## config.mk

```make
export PLATFORM = sky130hd
export DESIGN_NAME = k_bit_reg_ctrl
export DESIGN_NICKNAME = d
export VERILOG_FILES = /design/src/rtl/kreg_pkg.sv /design/src/rtl/kreg_step_timer.sv /design/src/rtl/k_bit_reg_ctrl.sv
export SDC_FILE = /design/constraint.sdc
export NUM_CORES = 1
export LEC_CHECK = 0
export ABC_AREA = 0
export BUFFER_PORTS_ARGS = -buffer_cell sky130_fd_sc_hd__buf_2
export CORE_ASPECT_RATIO = 0.7
export CORE_MARGIN = 2
export CORE_UTILIZATION = 40
export DETAILED_ROUTE_END_ITERATION = 10
export PLACE_DENSITY_LB_ADDON = 0.3
export SLEW_MARGIN = 25
export SYNTH_ARGS = -nofsm -noshare
export SYNTH_HDL_FRONTEND = slang
export SYNTH_HIERARCHICAL = 1
export SYNTH_SLANG_ARGS = --single-unit
```

## constraint.sdc

```tcl
create_clock -name clk -period 2.5 [get_ports clk]
set_input_delay 0.75 -clock clk [delete_from_list [all_inputs] [get_ports clk]]
set_output_delay 0.75 -clock clk [all_outputs]
set_load 0.05 [all_outputs]
```

## src/rtl/kreg_pkg.sv

```systemverilog
// Shared definitions for the K-bit shift register command sequencer:
// operation encodings, controller state type and default register width.
package kreg_pkg;

    localparam int K_DEF = 5;

    // Mode-select encodings understood by the K-bit register.
    localparam logic [2:0] OP_HOLD = 3'b000;
    localparam logic [2:0] OP_SHR  = 3'b001;
    localparam logic [2:0] OP_SHL  = 3'b010;
    localparam logic [2:0] OP_LOAD = 3'b011;
    localparam logic [2:0] OP_LFSR = 3'b100;

    typedef enum logic [1:0] {
        IDLE = 2'd0,
        RUN  = 2'd1,
        CAP  = 2'd2,
        DONE = 2'd3
    } kreg_state_e;

    // Encodings 101..111 have no meaning to the register.
    function automatic logic op_is_legal(input logic [2:0] op);
        return (op <= OP_LFSR);
    endfunction

    // Operations whose step count comes from the command length field.
    function automatic logic op_is_stepped(input logic [2:0] op);
        return (op == OP_SHR) || (op == OP_SHL) || (op == OP_LFSR);
    endfunction

endpackage

```

## src/rtl/kreg_step_timer.sv

```systemverilog
// Step timer: counts clk cycles 0..STEP_CYC-1 while enabled and strobes
// wrap on the last cycle of each register operation step (one full pulse
// chain). Cleared whenever disabled so every enable starts a fresh step.
module kreg_step_timer #(
    parameter int STEP_CYC = 5
) (
    input  logic clk,
    input  logic rst_n,
    input  logic en,
    output logic wrap
);

    localparam logic [3:0] LAST = 4'(STEP_CYC - 1);

    generate
        if (STEP_CYC < 1 || STEP_CYC > 15) begin : g_bad_step_cyc
            $error("kreg_step_timer: STEP_CYC must be 1..15");
        end
    endgenerate

    logic [3:0] cnt_d;
    logic [3:0] cnt_q;

    // Next cycle count: hold at zero when idle, wrap at the end of a step.
    always_comb begin
        cnt_d = cnt_q;
        if (!en) begin
            cnt_d = '0;
        end else if (cnt_q == LAST) begin
            cnt_d = '0;
        end else begin
            cnt_d = cnt_q + 4'd1;
        end
    end

    assign wrap = en && (cnt_q == LAST);

    // Cycle counter register.
    always_ff @(posedge clk or negedge rst_n) begin
        if (!rst_n) begin
            cnt_q <= '0;
        end else begin
            cnt_q <= cnt_d;
        end
    end

endmodule

```

## src/rtl/k_bit_reg_ctrl.sv

```systemverilog
// Command sequencer for the multi-operational K-bit shift register.
// Accepts one command over valid/ready, drives the register's mode select
// and parallel inputs for the requested number of steps, then captures
// the register outputs into result and pulses done.
//
// Optional build macro: KREG_ZERO_SEED_GUARD_EN
//   When defined, an LFSR command that starts with an all-zero register
//   first performs one parallel-load step of {0..0,1} so the LFSR can run.
//
// state | meaning
// IDLE  | sel=hold, cmd_ready=1, waiting for a command
// RUN   | sel/ip driven, stepping until the step count reaches zero
// CAP   | sel=hold for one cycle so the last latch phase settles
// DONE  | capture taken; done (and err for an illegal op) issued next
module k_bit_reg_ctrl
    import kreg_pkg::*;
#(
    parameter int K        = K_DEF,
    parameter int CNT_W    = 8,
    parameter int STEP_CYC = 5
) (
    input  logic             clk,
    input  logic             rst_n,
    input  logic             cmd_valid,
    output logic             cmd_ready,
    input  logic [2:0]       cmd_op,
    input  logic [CNT_W-1:0] cmd_len,
    input  logic [K-1:0]     cmd_data,
    input  logic [K-1:0]     reg_q,
    output logic [2:0]       sel,
    output logic [K-1:0]     ip,
    output logic             busy,
    output logic             done,
    output logic             err,
    output logic [K-1:0]     result
);

    kreg_state_e      state_d, state_q;
    logic [CNT_W-1:0] step_d, step_q;
    logic [CNT_W-1:0] step_dec;
    logic             seed_d, seed_q;
    logic             illegal_d, illegal_q;
    logic [2:0]       sel_d, sel_q;
    logic [K-1:0]     ip_d, ip_q;
    logic [K-1:0]     result_d, result_q;
    logic             done_d, done_q;
    logic             err_d, err_q;
    logic             step_wrap;
    logic             xfer;

    kreg_step_timer #(
        .STEP_CYC (STEP_CYC)
    ) u_step_timer (
        .clk   (clk),
        .rst_n (rst_n),
        .en    (state_q == RUN),
        .wrap  (step_wrap)
    );

    assign xfer     = cmd_valid && (state_q == IDLE);
    assign step_dec = step_q - CNT_W'(1);

    // Next-state and next-output logic for the sequencer.
    always_comb begin
        state_d   = state_q;
        step_d    = step_q;
        seed_d    = seed_q;
        illegal_d = illegal_q;
        sel_d     = sel_q;
        ip_d      = ip_q;
        result_d  = result_q;
        done_d    = 1'b0;
        err_d     = 1'b0;

        case (state_q)
            IDLE: begin
                sel_d = OP_HOLD;
                ip_d  = '0;
                if (xfer) begin
                    illegal_d = !op_is_legal(cmd_op);
                    seed_d    = 1'b0;
                    if (cmd_op == OP_LOAD) begin
                        // A load is always exactly one step, whatever cmd_len says.
                        state_d = RUN;
                        step_d  = CNT_W'(1);
                        sel_d   = OP_LOAD;
                        ip_d    = cmd_data;
                    end else if (op_is_stepped(cmd_op) && (cmd_len != '0)) begin
                        state_d = RUN;
                        step_d  = cmd_len;
                        sel_d   = cmd_op;
`ifdef KREG_ZERO_SEED_GUARD_EN
                        // An all-zero LFSR never leaves zero; seed it with one
                        // extra load step that does not consume the step count.
                        if ((cmd_op == OP_LFSR) && (reg_q == '0)) begin
                            seed_d = 1'b1;
                            sel_d  = OP_LOAD;
                            ip_d   = K'(1);
                        end
`endif
                    end else begin
                        // Hold, zero-length or illegal: no register activity.
                        state_d = DONE;
                    end
                end
            end

            RUN: begin
                if (step_wrap) begin
                    if (seed_q) begin
                        seed_d = 1'b0;
                        sel_d  = OP_LFSR;
                        ip_d   = '0;
                    end else begin
                        step_d = step_dec;
                        if (step_dec == '0) begin
                            state_d = CAP;
                            sel_d   = OP_HOLD;
                            ip_d    = '0;
                        end
                    end
                end
            end

            CAP: begin
                result_d = reg_q;
                state_d  = DONE;
            end

            DONE: begin
                done_d    = 1'b1;
                err_d     = illegal_q;
                illegal_d = 1'b0;
                state_d   = IDLE;
            end

            default: begin
                state_d = IDLE;
                sel_d   = OP_HOLD;
                ip_d    = '0;
            end
        endcase
    end

    // Sequencer state and registered outputs.
    always_ff @(posedge clk or negedge rst_n) begin
        if (!rst_n) begin
            state_q   <= IDLE;
            step_q    <= '0;
            seed_q    <= 1'b0;
            illegal_q <= 1'b0;
            sel_q     <= OP_HOLD;
            ip_q      <= '0;
            result_q  <= '0;
            done_q    <= 1'b0;
            err_q     <= 1'b0;
        end else begin
            state_q   <= state_d;
            step_q    <= step_d;
            seed_q    <= seed_d;
            illegal_q <= illegal_d;
            sel_q     <= sel_d;
            ip_q      <= ip_d;
            result_q  <= result_d;
            done_q    <= done_d;
            err_q     <= err_d;
        end
    end

    assign cmd_ready = (state_q == IDLE);
    assign busy      = (state_q != IDLE);
    assign sel       = sel_q;
    assign ip        = ip_q;
    assign done      = done_q;
    assign err       = err_q;
    assign result    = result_q;

endmodule

```

==> key figures, run 1 <==
Cells and area
  • Layout area overhead: 22.3%
  • Fin area: 2030 um2
  • N_diodes: 0
  • Layout cells sized above 1: 0.319
  • Nets: 241
  • Final Util: 0.514

Setup path
  • Worst Path Buf+Inv: 3
  • Critical R2R Capture: sel[0]$_DFFE_PN0P_
  • FF-to-FF setup slack: 270 ps
  • CP top delay family: buffers and inverters
  • Top fanout value on the critical path: 8
  • Worst endpoint required time: 1750 ps
  • Crit-path slowest cell: dfrtp_1
  • Critical path class: register to output port
  • Critical Path Source Type: register
  • CP max stage delay: 400 ps
  • Worst r2r src: u_step_timer/cnt_q[0]$_DFF_PN0_
  • Critical path capture point type: output port
  • Crit path top cell by count: inv_1
  • WP data arrival: 1480 ps
  • CP cell instances: inv_1 > ha_1 > inv_1 > buf_2
  • R2R cell count: 9

Placed design
  • Post-DP Area: 1940 um2
  • Post-DP HPWL: 2690 um
  • IO Port Bufs: 40
  • Routability congestion estimate: 0.798

STA
  • Relative slew slack: 0.546
  • Endpoints failing hold: 0
  • Slew Limit Fails: 0
  • Peak Freq: 0.448 GHz
  • Post-layout min period: 2230 ps
  • RSZ-0062 raised after global routing: false
  • Pin slew with the least headroom to its limit: 681 ps
  • Fin crit share: 0.892
  • TNS Setup: 0 ps
  • Layout Skew: 5.19 ps
  • Final Setup Violations: 0

Min path
  • Hold_sp: illegal_q$_DFFE_PN0P_
  • Hold depth: 1
  • Min-Delay Path Class: register to register
  • Hold worst-path end: err$_DFF_PN0_

Synthesis
  • Synth area leader: dfrtp_1
  • Seq cells post-synth: 30
  • Largest cells by area after synthesis: dfrtp_1 45%, ha_1 6.0%, nand3_1 3.6%
  • Ys flop type: dfrtp_1
  • Mapped cell area: 1660 um2
  • Synth top cells by count: 30 x dfrtp_1, 12 x nand3_1, 10 x inv_1, 8 x ha_1
  • Synth top area share: 0.452
  • Register area share after synthesis: 0.452
  • Post-synth EDFFs: 0
  • YS warnings: 6
  • Cells after Synth: 163
  • Post-Syn Nets: 195
  • FFs w/ async S/R, synth: 1.00
  • Mean area per synthesized cell: 10.2 um2
  • Synth unique cells: 42
  • Cell with the most instances after synthesis: dfrtp_1

Floorplanning
  • Std-Cell Rows: 19
  • Die area: 4690 um2
  • CORE AREA: 3950 um2
  • IO Pins: 41
  • Initial core utilization: 0.420
  • Die Ht: 57.9 um
  • Die W: 81.0 um

Clock tree
  • Clock Tree Root: clkbuf_8
  • Clk_lat worst skew: 270 ps
  • Clock-pin slew on the worst setup and hold paths: 60 ps
  • H-tree levels: 2
  • CTS Buf Count: 5
  • Clock Sinks: 30
  • CTS tree: yes
  • Setup Fix Bufs, Post-CTS: 0
  • Cells resized by post-CTS repair: 0
  • CTS max path bufs: 2
  • # hold bufs at CTS: 0

Global route
  • Largest net degree at the start of global routing: 31
  • GRT Total Usage: 0.174
  • Global-route wire length before repair: 6280 um
  • GRT Residual Overflow: 0
  • Initial antenna violation count: 0
  • Vias in the first global route: 1425

Power and ir drop
  • Reg power frac: 0.302
  • Leak: 0.000970 uW
  • Peak VDD IR: 0.000603 V
  • Pint: 1400 uW
  • Power density cells: 1320 nW/um2
  • Switching power total: 1280 uW
  • Clock share of power: 0.147
  • Switching Fraction: 0.477
  • Comb power frac: 0.552

Detailed routing
  • Vias per cell: 5.40
  • WL final: 3670 um
  • Highest metal used: met4
  • Pre-antenna DRT Iters: 4
  • DR iter-0 viols: 29
  • WL/cell: 14.0 um
  • Remaining antenna violation count: 0
  • Residual DRC count: 0
  • Met3 wire length: 183 um
  • Vias post-DR: 1414
  • Routed met2 length: 1630 um
  • M1 wire length: 1820 um

Run status
  • Status: completed

Run
  • # Max-Cap Violations: 0
[per-stage QoR]
stage | std cells | total power (uW) | setup WS, ps | hold slack, ps
finish | 262 | 2680 | 270 | 483
global route | 262 | 2880 | 135 | 508
CTS | 262 | 2700 | 266 | 486
detailed placement | 254 | 2290 | 133 | 470
global placement | 254 | 2280 | 158 | 469
floorplan | 163 | 1930 | 6.24 | 454
[cells in the final DEF, fill, tap and decap left out, types with 5 or more instances in the layout]
cell / synthesis / layout
buf_4: 0 / 5
ha_1: 8 / 8
and3_1: 5 / 5
nor3_1: 5 / 5
clkbuf_8: 0 / 6
nand2_1: 7 / 7
dfrtp_1: 30 / 30
a22o_1: 5 / 5
a21oi_1: 7 / 7
inv_1: 10 / 10
o21ai_1: 6 / 6
nand3_1: 12 / 12
buf_2: 1 / 40
mux2_2: 5 / 5
nor2_1: 6 / 6
[layout make-up]
type	count	area, um2
Clock buffer	7	86.3
Clock inverter	1	5.00
Fill cell	392	1920
Inverter	12	45.0
Multi-Input combinational cell	115	840
Sequential cell	30	751
Tap cell	52	65.1
Timing Repair Buffer	45	238
[logic make-up after synthesis]
group | count (synthesis) | share of synthesized area
multiplexers | 5 | 0.0339
adder cells (fa/ha/maj) | 8 | 0.0603
XOR/XNOR | 4 | 0.0211
AND/OR/NAND/NOR | 54 | 0.197
flip-flops | 30 | 0.452
AO/OA/AOI/OAI | 44 | 0.194
buffers and inverters | 18 | 0.0415
[power groups by stage]
stage / Combinational [uW] / Clock (uW) / Sequential, uW
6_report: 1480 / 393 / 809
3_3_place_gp: 1470 / 0 / 810
2_1_floorplan: 853 / 0 / 1080
4_1_cts: 1480 / 408 / 810
3_5_place_dp: 1480 / 0 / 817
5_1_grt: 1610 / 428 / 836
[per-layer routing]
metal  vias up  track usage
met1       678        0.249
met3         5       0.0467
li1        692            -
met2        39        0.251
met5         -            0
met4         0       0.0654
[state kept, by name, indices dropped and copies added (netlist names)]
register	flops
ip	5
sel	3
err	1
done	1
step_q	8
result	5
u_step_timer/cnt_q	4
illegal_q	1
state_q	2
[worst max-delay path by stage]
stage / start / end / slack, ps / depth (start not counted)
after detailed placement: cmd_len[4] / sel[0]$_DFFE_PN0P_ / 130 / 6
after CTS: state_q[0]$_DFFE_PN0P_ / busy / 270 / 4
final: state_q[0]$_DFFE_PN0P_ / busy / 270 / 4
after global routing: state_q[1]$_DFFE_PN0P_ / sel[0]$_DFFE_PN0P_ / 140 / 8
after global placement: cmd_len[4] / sel[1]$_DFFE_PN0P_ / 160 / 6
after floorplan: state_q[0]$_DFFE_PN0P_ / sel[0]$_DFFE_PN0P_ / 6 / 8
Power figures use the tool's default switching activity.
==> run 2: changes to the inputs <==
==> constraint.sdc (replaced) <==
create_clock -name clk -period 2.5 [get_ports clk]
set_input_delay 0.125 -clock clk [delete_from_list [all_inputs] [get_ports clk]]
set_output_delay 0.125 -clock clk [all_outputs]
set_load 0.05 [all_outputs]
==> key figures, run 2 (synthesized netlist as in run 1, its figures left out) <==
Floorplanning
  • Die W: 81.0 um
  • Initial core utilization: 0.420
  • Std-Cell Rows: 19
  • Die area: 4690 um2
  • CORE AREA: 3950 um2
  • IO Pins: 41
  • Die Ht: 57.9 um

Global route
  • Largest net degree at the start of global routing: 31
  • GRT Total Usage: 0.175
  • Initial antenna violation count: 0
  • Vias in the first global route: 1329
  • GRT Residual Overflow: 0
  • Global-route wire length before repair: 6220 um

Power and ir drop
  • Leak: 0.000969 uW
  • Peak VDD IR: 0.000654 V
  • Power density cells: 1310 nW/um2

STA
  • Final Setup Violations: 0
  • Endpoints failing hold: 0
  • TNS Setup: 0 ps
  • Relative slew slack: 0.566
  • RSZ-0062 raised after global routing: false
  • Post-layout min period: 2240 ps
  • Pin slew with the least headroom to its limit: 651 ps
  • Peak Freq: 0.447 GHz
  • Fin crit share: 0.895
  • Hold Slack: 70.1 ps
  • Layout Skew: 3.49 ps
  • Slew Limit Fails: 0

Cells and area
  • Layout area overhead: 22.5%
  • Layout cells sized above 1: 0.314
  • Top reg by flops: step_q
  • Multi-input logic area: 840 um2
  • Sequential Area: 751 um2
  • Filler cells: 373
  • Max reg flops: 8
  • Nets: 241
  • Commonest non-fill, non-tap cells in the layout: 40 x buf_2, 30 x dfrtp_1, 12 x nand3_1
  • Most common cell after layout, fill and taps aside: buf_2
  • N_diodes: 0

Detailed routing
  • Remaining antenna violation count: 0
  • DR iter-0 viols: 51
  • Residual DRC count: 0
  • WL/cell: 13.8 um
  • Pre-antenna DRT Iters: 4
  • WL final: 3620 um
  • Vias per cell: 5.31
  • Vias post-DR: 1392

Clock tree
  • Clock-pin slew on the worst setup and hold paths: 60 ps
  • Clock Sinks: 30
  • Clk_lat worst skew: 270 ps
  • CTS Buf Count: 5
  • H-tree levels: 2
  • CTS max path bufs: 2
  • Clock Tree Root: clkbuf_8
  • CTS tree: yes

Setup path
  • CP top delay family: simple AND/OR/NAND/NOR gates
  • Top fanout value on the critical path: 9
  • CP max stage delay: 410 ps
  • WP depth: 8
  • Worst Path Buf+Inv: 1
  • FF-to-FF setup slack: 260 ps
  • WP data arrival: 2390 ps
  • Worst r2r src: state_q[1]$_DFFE_PN0P_
  • Worst endpoint required time: 2660 ps
  • Critical path capture point type: register
  • CP cell instances: inv_1 > ha_1 > and3_1 > nand2_1 > nor4_4 > a41oi_4 > and2_0 > a311o_1
  • R2R cell count: 8
  • Critical path class: register to register
  • Critical Path Source Type: register
  • Crit-path slowest cell: dfrtp_1
  • Critical R2R Capture: sel[0]$_DFFE_PN0P_

Min path
  • Hold worst-path end: ip[1]$_DFFE_PN0P_
  • Min-Delay Path Class: input port to register
  • Hold depth: 2
  • Hold_sp: cmd_data[1]

Placed design
  • IO Port Bufs: 40
  • Routability congestion estimate: 0.780
  • Post-DP HPWL: 2620 um

Run status
  • Status: completed

Run
  • # Max-Cap Violations: 0
[run 2: what timing repair did]
| action | in CTS | in global routing |
|---|---|---|
| setup buffers | 0 | 0 |
| gates resized for setup | 0 | 0 |
| endpoints found under the setup margin | 0 | 0 |
| hold buffers | 1 | 0 |
| endpoints found under the hold margin | 30 | 0 |
[run 2: routing by layer]
layer	GRT usage	wire, um
met5	0	0
met4	0.0363	0
met3	0.0748	189
met2	0.237	1560
met1	0.259	1880
[run 2: worst max path at each step]
stage	startpoint	end	slack [ps]
global placement	u_step_timer/cnt_q[0]$_DFF_PN0_	sel[0]$_DFFE_PN0P_	330
detailed placement	state_q[1]$_DFFE_PN0P_	sel[0]$_DFFE_PN0P_	270
finish	state_q[1]$_DFFE_PN0P_	sel[0]$_DFFE_PN0P_	260
CTS	state_q[1]$_DFFE_PN0P_	sel[0]$_DFFE_PN0P_	260
floorplan	state_q[0]$_DFFE_PN0P_	sel[0]$_DFFE_PN0P_	6
global route	state_q[1]$_DFFE_PN0P_	sel[0]$_DFFE_PN0P_	90
[run 2: layout make-up]
class                           count  share of cell area
Tap cell                           52              0.0320
Timing Repair Buffer               45               0.118
Multi-Input combinational cell    115               0.413
Clock buffer                        7              0.0425
Inverter                           12              0.0222
Clock inverter                      1             0.00246
Sequential cell                    30               0.369
[run 2: stage by stage]
step / cell area, um2 / setup slack [ps] / utilization / power, uW / std cells
final: 2030 / 264 / 0.515 / 2670 / 262
after global routing: 2030 / 89.3 / 0.515 / 2880 / 262
after detailed placement: 1930 / 274 / 0.489 / 2280 / 253
after CTS: 2030 / 264 / 0.515 / 2690 / 262
after global placement: 1930 / 334 / 0.489 / 2270 / 253
after floorplan: 1660 / 6.24 / - / 1930 / 163
[run 2: report_power, final]
| part | internal (uW) | leakage, uW | switching [uW] |
|---|---|---|---|
| Sequential | 674 | 0.000379 | 138 |
| Combinational | 498 | 0.000541 | 966 |
| Clock | 222 | 0.0000482 | 172 |
| Total | 1390 | 0.000969 | 1280 |
